==> config.mk <==
export PLATFORM = sky130hd
export DESIGN_NAME = fic_apb_arbiter
export DESIGN_NICKNAME = d
export VERILOG_FILES = /design/src/rtl/fic_apb_arbiter.sv
export SDC_FILE = /design/constraint.sdc
export NUM_CORES = 1
export LEC_CHECK = 0
export ABC_AREA = 1
export BUFFER_PORTS_ARGS = -buffer_cell sky130_fd_sc_hd__buf_2
export CORE_AREA = 4 4 155 157
export CTS_BUF_LIST = sky130_fd_sc_hd__clkbuf_4 sky130_fd_sc_hd__clkbuf_8
export DETAILED_ROUTE_END_ITERATION = 6
export DIE_AREA = 0 0 159 161
export PLACE_DENSITY = 0.75
export SLEW_MARGIN = 30
export SYNTH_ARGS = -nofsm -noshare
export SYNTH_HDL_FRONTEND = slang
export SYNTH_SLANG_ARGS = --single-unit
==> constraint.sdc <==
create_clock -name SYSCLK -period 3.33 [get_ports SYSCLK]
set_clock_uncertainty 0.2 [all_clocks]
set_input_delay 0.666 -clock SYSCLK [delete_from_list [all_inputs] [get_ports SYSCLK]]
set_output_delay 0.666 -clock SYSCLK [all_outputs]
set_load 0.03 [all_outputs]
==> src/rtl/fic_apb_arbiter.sv <==
// Round-robin arbiter that shares one APB3 master port (FIC bus) among NREQ requesters.
// One single-beat transfer at a time. Completion returns read data and an error flag.
module fic_apb_arbiter #(
  parameter int NREQ    = 4,
  parameter int AW      = 32,
  parameter int DW      = 32,
  parameter int TIMEOUT = 255
) (
  input  logic               SYSCLK,
  input  logic               NSYSRESET,
  input  logic [NREQ-1:0]    req_i,
  input  logic [NREQ-1:0]    wr_i,
  input  logic [NREQ*AW-1:0] addr_i,
  input  logic [NREQ*DW-1:0] wdata_i,
  output logic [NREQ-1:0]    gnt_o,
  output logic [NREQ-1:0]    done_o,
  output logic [DW-1:0]      rdata_o,
  output logic               err_o,
  output logic               PSEL,
  output logic               PENABLE,
  output logic               PWRITE,
  output logic [AW-1:0]      PADDR,
  output logic [DW-1:0]      PWDATA,
  input  logic               PREADY,
  input  logic [DW-1:0]      PRDATA,
  input  logic               PSLVERR
);

  localparam int            IW      = (NREQ > 1) ? $clog2(NREQ) : 1;
  localparam int            CW      = (TIMEOUT > 0) ? $clog2(TIMEOUT + 1) : 1;
  localparam logic [CW-1:0] TO_LAST = CW'((TIMEOUT > 0) ? TIMEOUT - 1 : 0);
  localparam logic [IW:0]   NREQ_W  = (IW + 1)'(NREQ);
  localparam logic [IW-1:0] LAST_IX = IW'(NREQ - 1);

  typedef enum logic [1:0] {
    ST_IDLE,
    ST_SETUP,
    ST_ACCESS,
    ST_DONE
  } state_t;

  state_t          state;
  logic [IW-1:0]   ptr;
  logic [IW-1:0]   gidx;
  logic [CW-1:0]   to_cnt;

  logic            win_valid;
  logic [IW-1:0]   win_idx;
  logic [NREQ-1:0] win_onehot;
  logic [IW:0]     cand;

  // Cyclic scan starting at ptr: the first asserted request wins.
  // NOTE: every variable gets a default before the loop so no path can infer a latch.
  always_comb begin
    win_valid  = 1'b0;
    win_idx    = '0;
    win_onehot = '0;
    cand       = '0;
    for (int i = 0; i < NREQ; i++) begin
      cand = {1'b0, ptr} + (IW + 1)'(i);
      if (cand >= NREQ_W) cand = cand - NREQ_W;
      if (!win_valid && req_i[cand[IW-1:0]]) begin
        win_valid                = 1'b1;
        win_idx                  = cand[IW-1:0];
        win_onehot[cand[IW-1:0]] = 1'b1;
      end
    end
  end

  // NOTE: state and outputs are registers, so every assignment here is non-blocking.
  always_ff @(posedge SYSCLK or negedge NSYSRESET) begin
    if (!NSYSRESET) begin
      state   <= ST_IDLE;
      ptr     <= '0;
      gidx    <= '0;
      to_cnt  <= '0;
      gnt_o   <= '0;
      done_o  <= '0;
      rdata_o <= '0;
      err_o   <= 1'b0;
      PSEL    <= 1'b0;
      PENABLE <= 1'b0;
      PWRITE  <= 1'b0;
      PADDR   <= '0;
      PWDATA  <= '0;
    end else begin
      case (state)
        ST_IDLE: begin
          if (win_valid) begin
            gidx   <= win_idx;
            gnt_o  <= win_onehot;
            PSEL   <= 1'b1;
            PWRITE <= wr_i[win_idx];
            PADDR  <= addr_i[win_idx*AW +: AW];
            PWDATA <= wdata_i[win_idx*DW +: DW];
            state  <= ST_SETUP;
          end
        end

        ST_SETUP: begin
          PENABLE <= 1'b1;
          to_cnt  <= '0;
          state   <= ST_ACCESS;
        end

        ST_ACCESS: begin
          if (PREADY) begin
            PSEL    <= 1'b0;
            PENABLE <= 1'b0;
            gnt_o   <= '0;
            done_o  <= gnt_o;
            err_o   <= PSLVERR;
            rdata_o <= PWRITE ? '0 : PRDATA;
            to_cnt  <= '0;
            state   <= ST_DONE;
          end else if (TIMEOUT != 0 && to_cnt == TO_LAST) begin
            // This was the TIMEOUT-th stalled ACCESS cycle: abort with an error.
            PSEL    <= 1'b0;
            PENABLE <= 1'b0;
            gnt_o   <= '0;
            done_o  <= gnt_o;
            err_o   <= 1'b1;
            rdata_o <= '0;
            to_cnt  <= '0;
            state   <= ST_DONE;
          end else if (TIMEOUT != 0) begin
            to_cnt <= to_cnt + CW'(1);
          end
        end

        ST_DONE: begin
          done_o  <= '0;
          err_o   <= 1'b0;
          rdata_o <= '0;
          ptr     <= (gidx == LAST_IX) ? '0 : gidx + IW'(1);
          state   <= ST_IDLE;
        end

        default: state <= ST_IDLE;
      endcase
    end
  end

endmodule

==> flow_summary_export.csv <==
group,metric,value,unit
cells_and_area,final_net_count,1857,
synthesis,syn_inst,1160,
clocking,clockBufferDepth,2,
clocking,clock_latency,0.43,ns
sta,hold-worst-slack,0.0956,ns
drt,drtIter0Drc,442,
cells_and_area,final_cell_area,0.0107,mm²
synthesis,syn_nets,1474,
grt,first_global_vias,8385,
placement,finalWeightedCongestion,0.937,
floorplanning,fp.dieW,159,µm
synthesis,yosysWarningCount,0,
floorplanning,floorplan.core_area,0.0225,mm²
grt,grt-ovfl-total,0,
setup_path,cp.required,3.49,ns
placement,detailedPlace.worstSlack,0.287,ns
synthesis,syn-mean-instance-area,6.85,µm²
synthesis,share_of_the_yosys_chip_area_belonging_to_registers,0.384,
grt,maximum_number_of_pins_on_one_net_before_global_route_repair,123,
pwr,switching_fraction,0.546,
clocking,h-tree-depth,4,
status,run_status,"finished clean",
placement,post_dp_cell_area,0.0103,mm²
min_path,timing.hold.worst.class,"input pin to asynchronous set/reset pin",
pwr,seq_power_share,0.210,
grt,grtUsageTotal,0.196,
pwr,total_switching_power,6.38,mW
floorplanning,initial_cell_density_of_the_core,0.353,
placement,number_of_input_and_output_port_buffers_inserted,407,
clocking,buffers_inserted_during_post_cts_setup_optimization,0,
pwr,ir_drop,0.000574,V
pwr,share_comb_of_total_power,0.684,
cells_and_area,leading_cell_types_in_the_layout_fill_and_taps_excluded,"buf_2 (406), nand2_1 (278), nand3_1 (258), inv_1 (215), dfrtp_1 (122)",
setup_path,nature_of_the_critical_path_startpoint,"register",
run,max-cap-violations,0,
cells_and_area,post-route-util,0.474,
floorplanning,num_rows,55,
clocking,cts_tree,"done",
clocking,cts.sink_count,122,
drt,avg_vias_per_cell,4.70,
drt,detailedRoute.firstPassIterationCount,5,
sta,worstMarginPinSlew,0.711,ns
pwr,design_power_total,11.7,mW
pwr,p_per_area,1090,mW/mm²
drt,post_drt_wl_per_cell,14.3,µm
clocking,numCtsBuffers,17,
synthesis,synth_top_area_frac,0.384,
clocking,postCtsResizedCells,0,
clocking,clk_transition_reported_paths,0.09,ns
sta,fin_tns_setup,0,ns
floorplanning,io_pins,408,
cells_and_area,mostFrequentLayoutCell,"buf_2",
drt,wl,26400,µm
floorplanning,die_h,161,µm
sta,finalWorstPathRequiredPeriod,2.93,ns
sta,max_freq,0.341,GHz
drt,route.vias.total,8674,
sta,report.final.setup_viol,0,
placement,post_dp_hpwl,20100,µm
cells_and_area,area_growth_syn_to_layout,34.2,%
pwr,power.leakage,6.19,nW
drt,remaining_drc_errors,0,
sta,portion_of_the_clock_cycle_consumed_by_the_worst_path_in_the_final_layout,0.880,
pwr,power_report.internal_total,5.30,mW
sta,slew_headroom,0.522,
clocking,post_cts_hold_buffer_count,0,
clocking,cts_root_buffer,"clkbuf_8",
drt,antenna_left,0,
synthesis,synth.lib_cells_used.distinct,34,
setup_path,critical_path.max_fanout,22,
setup_path,worst-endpoint-arrival,3.10,ns
sta,setup_ws,0.400,ns
synthesis,yosys_register_bits,122,
setup_path,start_to_end_type_of_the_worst_setup_path,"register to register",
cells_and_area,final_cell_count_no_fill,1844,
grt,grt_antenna_before_repair,3,
synthesis,yosys.area.top_type,"dfrtp_1",
setup_path,cp-end-kind,"register",
synthesis,yosys-top-cells-area,"dfrtp_1 (38%), nand3_1 (16%), nand2_1 (13%)",
placement,placed_cells_incl_taps,1807,
sta,slew_viol_final,0,
pwr,power_frac_clock,0.105,
sta,timing.final.hold_violations,0,
synthesis,syn_area,0.00795,mm²
sta,grt_setup_unrepaired,"no",
grt,first_pass_grt_wire_length,41200,µm
setup_path,regToRegSetupSlack,0.40,ns
cells_and_area,drive_gt1_frac,0.335,
floorplanning,fp.dieArea,0.0256,mm²
==> cells in the mapped netlist <==
cell type,number
inv_1,215
clkbuf_1,28
buf_6,1
o211ai_1,1
buf_1,4
o21ai_0,47
nand4_1,3
nand3_2,3
nor2_8,2
nor2_1,13
nand3_1,258
dfrtp_1,122
buf_4,10
or2_0,45
inv_2,5
nor3_1,4
nand2_4,2
o21ai_2,1
nand2_1,278
nor2_4,1
or2_1,14
buf_2,15
clkbuf_2,4
ha_1,14
or2_2,41
xor2_1,3
nand2_2,6
xnor2_1,2
a22oi_1,4
a21boi_0,2
a21oi_1,9
o22ai_1,1
inv_4,1
o31ai_1,1
==> worst paths after layout <==
check,cells past startpoint,from,to
worst max-delay path,16,ptr[0],PWDATA[31]
worst min-delay path,2,NSYSRESET,rdata_o[31]
worst max register to register,16,ptr[0],PWDATA[31]
worst min register to register,2,PSEL,PSEL
max in group asynchronous,2,NSYSRESET,PWDATA[26]
min in group SYSCLK,3,PRDATA[3],rdata_o[3]
==> kinds of logic after synthesis <==
logic type / Yosys count / synth area share
and+or+nand+nor: 670 / 0.401
buffers and inverters: 283 / 0.143
DFF: 122 / 0.384
AOI/OAI and AO/OA: 66 / 0.0447
adders and majority gates: 14 / 0.0220
xor gates and xnor gates: 5 / 0.00551
==> worst max-delay path, cell delays in order (launching register included) <==
cell and delay [ns]:
dfrtp_1 0.40, inv_2 0.18, ha_1 0.32, inv_1 0.12
nand3_1 0.09, nand2_1 0.11, inv_2 0.08, nor2_8 0.13
nand3_2 0.11, inv_2 0.11, nand2_2 0.07, nand2_4 0.21
inv_4 0.15, nor2_8 0.19, clkbuf_16 0.23, nand3_1 0.09
nand3_1 0.07
==> state kept, by name, indices dropped and copies added, names as in the netlist <==
signal and cells:
PADDR 32, PENABLE 1, PSEL 1, PWDATA 32, PWRITE 1, done_o 4
err_o 1, gidx 2, gnt_o 4, ptr 2, rdata_o 32, state 2
to_cnt 8
==> routing by layer <==
layer	wire, µm	track usage	part of all wire	vias to the layer above
met5	0	0	0	-
li1	-	-	-	4345
met3	1920	0.0536	0.073	54
met1	10700	0.228	0.40	3912
met2	13100	0.350	0.50	363
met4	709	0.0686	0.027	0
==> layout make-up <==
| cell class | count | area [µm²] |
|---|---|---|
| tap | 285 | 357 |
| multi-input combinational | 755 | 3790 |
| fill | 2274 | 11800 |
| sequential | 122 | 3050 |
| antenna | 3 | 7.51 |
| timing repair buffer | 426 | 2270 |
| clock inverter | 15 | 118 |
| inverter | 221 | 832 |
| clock buffer | 17 | 234 |
==> power groups by stage <==
stage | combinational, mW | clock (mW) | sequential (mW)
CTS | 8.00 | 1.28 | 2.46
detailed placement | 8.00 | 0 | 2.47
global route | 8.97 | 1.35 | 2.54
floorplan | 4.90 | 0 | 3.50
finish | 8.00 | 1.23 | 2.46
global placement | 7.84 | 0 | 2.47
Note: power is estimated with default switching activity, not from simulation.
